**config.mk**
```make
export PLATFORM = sky130hd
export DESIGN_NAME = regfile_clr_flat
export DESIGN_NICKNAME = d
export VERILOG_FILES = /design/src/rtl/regfile_clr_if.sv /design/src/rtl/regfile_clr.sv /design/src/flat_wrapper.sv
export SDC_FILE = /design/constraint.sdc
export NUM_CORES = 2
export LEC_CHECK = 0
export BUFFER_PORTS_ARGS = -buffer_cell sky130_fd_sc_hd__buf_2
export CAP_MARGIN = 20
export CORE_ASPECT_RATIO = 0.5
export CORE_UTILIZATION = 45
export DETAILED_ROUTE_END_ITERATION = 10
export PLACE_DENSITY = 0.65
export SLEW_MARGIN = 20
export SYNTH_ARGS = -nofsm -noshare
export SYNTH_HDL_FRONTEND = slang
export SYNTH_SLANG_ARGS = --single-unit
```
**constraint.sdc**
```tcl
create_clock -name clk -period 2.45 [get_ports clk]
set_clock_uncertainty 0.1 [all_clocks]
set_input_delay 0.49 -clock clk [delete_from_list [all_inputs] [get_ports clk]]
set_output_delay 0.49 -clock clk [all_outputs]
set_load 0.02 [all_outputs]
```
**src/rtl/regfile_clr_if.sv**
```systemverilog
// regfile_clr_if: write, read and clear-handshake signals for regfile_clr.
// The master modport belongs to the agent that drives the register file;
// the slave modport belongs to the register file itself.
interface regfile_clr_if #(
    parameter int WIDTH = 64,
    parameter int AW    = 5
);
    logic             wr_en;
    logic [AW-1:0]    wr_addr;
    logic [WIDTH-1:0] wr_data;
    logic [AW-1:0]    rd_addr1;
    logic [AW-1:0]    rd_addr2;
    logic [WIDTH-1:0] rd_data1;
    logic [WIDTH-1:0] rd_data2;
    logic             clr_req;
    logic             clr_busy;
    logic             clr_done;

    modport master (
        output wr_en, wr_addr, wr_data, rd_addr1, rd_addr2, clr_req,
        input  rd_data1, rd_data2, clr_busy, clr_done
    );

    modport slave (
        input  wr_en, wr_addr, wr_data, rd_addr1, rd_addr2, clr_req,
        output rd_data1, rd_data2, clr_busy, clr_done
    );
endinterface

```
**src/rtl/regfile_clr.sv**
```systemverilog
// regfile_clr: DEPTH x WIDTH register file with one synchronous write port,
// two combinational read ports and a one-word-per-cycle clear sequencer.
// The top word (DEPTH-1) is hardwired to zero.
// Optional feature: define REGFILE_BYPASS_EN for write-to-read forwarding.
module regfile_clr #(
    parameter  int WIDTH = 64,
    parameter  int DEPTH = 32,
    localparam int AW    = $clog2(DEPTH)
) (
    input  logic         clk,
    input  logic         reset,      // asynchronous, active low
    regfile_clr_if.slave bus
);
    localparam logic [AW-1:0] TOP = AW'(DEPTH - 1);

    typedef enum logic [1:0] {IDLE, CLEAR, DONE} state_t;

    state_t           state;
    logic [AW-1:0]    cnt;
    logic             busy_q;
    logic             done_q;
    logic [WIDTH-1:0] mem [DEPTH];
    logic             wr_ok;

    // Writes are accepted only while idle and never to the zero word.
    assign wr_ok = bus.wr_en && (state == IDLE) && (bus.wr_addr != TOP);

    // Clear sequencer; busy/done are registered alongside the state.
    always_ff @(posedge clk or negedge reset) begin
        if (!reset) begin
            state  <= IDLE;
            cnt    <= '0;
            busy_q <= 1'b0;
            done_q <= 1'b0;
        end else begin
            case (state)
                IDLE: begin
                    if (bus.clr_req) begin
                        state  <= CLEAR;
                        cnt    <= '0;
                        busy_q <= 1'b1;
                    end
                end
                CLEAR: begin
                    if (cnt == TOP) begin
                        state  <= DONE;
                        done_q <= 1'b1;
                    end else begin
                        cnt <= cnt + 1'b1;
                    end
                end
                DONE: begin
                    state  <= IDLE;
                    busy_q <= 1'b0;
                    done_q <= 1'b0;
                end
                default: begin
                    state  <= IDLE;
                    busy_q <= 1'b0;
                    done_q <= 1'b0;
                end
            endcase
        end
    end

    // Storage: clearing has priority, though both cannot coincide since
    // writes require IDLE and clearing requires CLEAR.
    for (genvar i = 0; i < DEPTH - 1; i++) begin : g_word
        always_ff @(posedge clk or negedge reset) begin
            if (!reset)
                mem[i] <= '0;
            else if (state == CLEAR && cnt == AW'(i))
                mem[i] <= '0;
            else if (wr_ok && bus.wr_addr == AW'(i))
                mem[i] <= bus.wr_data;
        end
    end
    assign mem[DEPTH-1] = '0;

`ifdef REGFILE_BYPASS_EN
    // Forward the incoming write so it is visible in the same cycle.
    assign bus.rd_data1 = (wr_ok && bus.wr_addr == bus.rd_addr1) ? bus.wr_data
                                                                 : mem[bus.rd_addr1];
    assign bus.rd_data2 = (wr_ok && bus.wr_addr == bus.rd_addr2) ? bus.wr_data
                                                                 : mem[bus.rd_addr2];
`else
    assign bus.rd_data1 = mem[bus.rd_addr1];
    assign bus.rd_data2 = mem[bus.rd_addr2];
`endif

    assign bus.clr_busy = busy_q;
    assign bus.clr_done = done_q;
endmodule
```
**src/flat_wrapper.sv**
```systemverilog
// flat-port wrapper written by rule: the top's interface ports become plain ports
module regfile_clr_flat 
#(
    parameter  int WIDTH = 64,
    parameter  int DEPTH = 32,
    localparam int AW    = $clog2(DEPTH)
)
  (clk, reset, bus_wr_en, bus_wr_addr, bus_wr_data, bus_rd_addr1, bus_rd_addr2, bus_clr_req, bus_rd_data1, bus_rd_data2, bus_clr_busy, bus_clr_done);
  regfile_clr_if #(.WIDTH(WIDTH)) bus_i ();
  input  logic clk;
  input  logic reset;
  input wire logic [$bits(bus_i.wr_en)-1:0] bus_wr_en;
  input wire logic [$bits(bus_i.wr_addr)-1:0] bus_wr_addr;
  input wire logic [$bits(bus_i.wr_data)-1:0] bus_wr_data;
  input wire logic [$bits(bus_i.rd_addr1)-1:0] bus_rd_addr1;
  input wire logic [$bits(bus_i.rd_addr2)-1:0] bus_rd_addr2;
  input wire logic [$bits(bus_i.clr_req)-1:0] bus_clr_req;
  output wire logic [$bits(bus_i.rd_data1)-1:0] bus_rd_data1;
  output wire logic [$bits(bus_i.rd_data2)-1:0] bus_rd_data2;
  output wire logic [$bits(bus_i.clr_busy)-1:0] bus_clr_busy;
  output wire logic [$bits(bus_i.clr_done)-1:0] bus_clr_done;
  assign bus_i.wr_en = bus_wr_en;
  assign bus_i.wr_addr = bus_wr_addr;
  assign bus_i.wr_data = bus_wr_data;
  assign bus_i.rd_addr1 = bus_rd_addr1;
  assign bus_i.rd_addr2 = bus_rd_addr2;
  assign bus_i.clr_req = bus_clr_req;
  assign bus_rd_data1 = bus_i.rd_data1;
  assign bus_rd_data2 = bus_i.rd_data2;
  assign bus_clr_busy = bus_i.clr_busy;
  assign bus_clr_done = bus_i.clr_done;
  regfile_clr #(.WIDTH(WIDTH), .DEPTH(DEPTH)) u_core (.clk(clk), .reset(reset), .bus(bus_i));
endmodule
```
==> out/metrics.yaml <==
power:
  switching_share_pct: 31.0
  p_sw_mw: 28.0
  static-leakage-power_nw: 57.2
  power_mw: 90.3
  ir_worst_vdd_uv: 682
  internal_power_mw: 62.3
  combPwrFrac_pct: 22.3
  powerDensity_nw_per_um2: 708
  seqPwrFrac_pct: 42.1
  clock_power_share_pct: 35.6
timing:
  rsz0062_at_grt: "yes"
  worst_slack_ns: -0.889
  drv_slew: 0
  setup_violations: 129
  fmax_ghz: 0.299
  timing.hold.ws_ns: 0.0344
  max_slew_margin_pct: 39.5
  period_share_pct: 136
  final-hold-violation-count: 0
  max_slew.worst_pin.slew_ns: 0.906
  period_needed_ns: 3.34
setup_path:
  r2r_setup_slack_ns: -0.01
  timing.rr.end: "u_core.mem[549]$_DFFE_PN0P_"
  critPathRequiredTime_ns: 1.86
  path_cells: "mux4_2, o211ai_1, nand4_1, buf_4"
  crit_arrival_ns: 2.75
  path_buf_inv: 1
  crit_slowest_cell: "mux4_2"
  cp-start-kind: "flop"
  reg2reg_from: "u_core.state[0]$_DFFE_PN0P_"
  worst_setup_path_end_kind: "primary output"
  path_class: "flop to primary output"
  max_stage_delay_ns: 0.48
  crit_fanout: 2
  path_delay_family: "multiplexers"
  r2r_cells: 5
status:
  violations: "setup timing"
  status: "finished, violations left"
synthesis:
  syn-num-nets: 7680
  yosysTopAreaCellShare_pct: 48.8
  ys_warn_count: 0
  yosys.area.top_type: "dfrtp_1"
  synthTopCellsByCount: "dfrtp_1, a22o_1, mux4_2, mux2i_1, clkbuf_1"
  synth_edf_count: 0
  synth_cell_types: 49
  ys_seq_elements: 1993
  yosysMostFrequentCell: "dfrtp_1"
  ys_top_cells_by_area: "dfrtp_1, a22o_1, mux4_2"
  yosysSeqAreaShare_pct: 48.8
  synthFlopType: "dfrtp_1"
  synth.avg_cell_area_sq_um: 13.5
  synth.cell_area_sq_um: 102000
  synthesis.instances: 7591
  ys_async_sr_fraction_pct: 100
floorplanning:
  dieWidth_microns: 676
  die_h_microns: 339
  rows: 123
  die_area_sq_um: 229000
  start_util_pct: 45.4
  core_area_sq_um: 225000
  io_pins: 213
hold_path:
  worstHoldPathCells: 3
  hold_end: "u_core.mem[1056]$_DFFE_PN0P_"
  hp-class: "input pin to flop"
  hp-start: "bus_wr_data[32]"
cts:
  cts_tree: "done"
  cts_num_sinks: 1993
  path_clk_slew_ns: 0.07
  cts_made_buffers: 195
  clock_latency_ns: 0.85
  cts_htree_levels: 4
  cts-root-buf: "clkbuf_16"
  cts.path.max_buffers: 4
layout:
  syn_to_final_growth_pct: 24.7
  post-route-util_pct: 56.6
  finalInstanceArea_sq_um: 128000
  drive_above_1_share_pct: 34.3
  nNetsFinal: 8329
  num-fill-cells: 17688
grt:
  grt_max_degree: 109
  grt-ovfl-total: 0
  grt_util_all_layers_pct: 39.5
  grt_pass1_wl_microns: 650000
  grt_pass1_vias: 85856
  antenna_found_initial: 42
run:
  max_cap_viol_count: 0
detailed_routing:
  first_pass_iters: 8
  vias: 88230
  drt_first_iter_violations: 15527
  via_per_inst: 7.73
  post-route-drc-count: 0
  post_drt_wl_per_cell_microns: 40.6
  drt-total-wl_microns: 464000
  drtAntennaViolNets: 0
placement:
  place_area_sq_um: 116000
  finalWeightedCongestion: 0.966
  post-dp-hpwl_microns: 289000
  port_buffers: 212
==> repair_timing <==
| item | 4_1_cts | 5_1_grt |
|---|---|---|
| buffers inserted | 201 | 82 |
| pin swaps | 264 | 119 |
| endpoints found under the setup margin | 251 | 168 |
| hold buffers | 6 | 0 |
| hold endpoints to repair | 742 | 0 |
| gates cloned | 10 | 4 |
| gates resized for setup | 466 | 120 |
==> stage by stage <==
step	setup slack, ns	cells	setup TNS, ns
5_1_grt	-0.813	11409	-70.51
3_5_place_dp	-0.971	10779	-183.80
2_1_floorplan	-0.0672	7591	-4.66
3_3_place_gp	-1.00	10779	-173.57
6_report	-0.889	11414	-69.00
4_1_cts	-0.846	11313	-67.37
==> state kept, by name, summed over array words and instances (netlist names) <==
name	cells
u_core.mem	1984
u_core.bus.clr_busy	1
u_core.cnt	5
u_core.bus.clr_done	1
u_core.state	2
==> routing by layer <==
| metal | global-route usage (%) | up-vias | routed length, microns |
|---|---|---|---|
| li1 | - | 32071 | - |
| met1 | 52.2 | 45020 | 164000 |
| met2 | 52.6 | 9050 | 186000 |
| met3 | 19.2 | 2051 | 80800 |
| met4 | 22.2 | 38 | 32300 |
| met5 | 0.521 | - | 412 |
==> cell usage in the layout (no fill, tap or decap), types with 37 or more instances in the layout <==
cell type	instances
nand3_1	64
o22ai_2	62
o221ai_1	111
buf_4	782
o22ai_1	59
nand4_1	64
mux2i_1	505
a21boi_0	44
clkbuf_1	37
a22oi_2	144
buf_12	447
a22o_1	1925
mux4_2	706
nand2_1	199
dfrtp_1	1993
o211ai_1	127
clkbuf_16	200
clkinv_2	40
buf_2	87
inv_1	68
a22oi_1	172
o21ai_0	56
buf_6	125
==> power groups by stage <==
| stage | logic, mW | registers, mW | clock network (mW) |
|---|---|---|---|
| floorplan | 9.61 | 37.6 | 0 |
| global placement | 17.7 | 38.3 | 0 |
| detailed placement | 17.9 | 38.4 | 0 |
| CTS | 19.0 | 37.8 | 32.0 |
| global route | 20.4 | 38.2 | 33.2 |
| finish | 20.1 | 38.0 | 32.1 |
==> logic make-up after synthesis <==
logic type               count (synthesis)  share of synthesized area (%)
multiplexers                          1215                           20.5
AND/OR/NAND/NOR                        423                           2.16
buffers and inverters                 1099                           5.29
AO/OA/AOI/OAI                         2855                           23.2
adder cells (fa/ha/maj)                  6                         0.0734
flip-flops                            1993                           48.8
==> how the worst max path moves through the flow <==
stage | start | end | cells past startpoint
finish | u_core.mem[494]$_DFFE_PN0P_ | bus_rd_data2[46] | 4
global route | u_core.mem[688]$_DFFE_PN0P_ | bus_rd_data2[48] | 4
CTS | u_core.mem[656]$_DFFE_PN0P_ | bus_rd_data2[16] | 4
detailed placement | bus_rd_addr2[0] | bus_rd_data2[46] | 8
global placement | bus_rd_addr2[0] | bus_rd_data2[46] | 8
floorplan | bus_rd_addr2[0] | bus_rd_data2[55] | 7
==> tightest hold or removal path: stages <==
cell     delay, ns
buf_2         0.28
nand2_1       0.12
o21ai_0       0.07
==> final cells by class <==
class / instances / area, sq um / area share (%)
sequential: 1993 / 49900 / 39.1
multi-input combinational: 4499 / 49400 / 38.8
timing repair buffer: 1481 / 17500 / 13.8
clock buffer: 268 / 5530 / 4.33
tap: 3000 / 3750 / 2.94
clock inverter: 81 / 1060 / 0.831
inverter: 70 / 265 / 0.208
antenna: 22 / 55.1 / 0.0432
(Power assumes the default switching activity.)
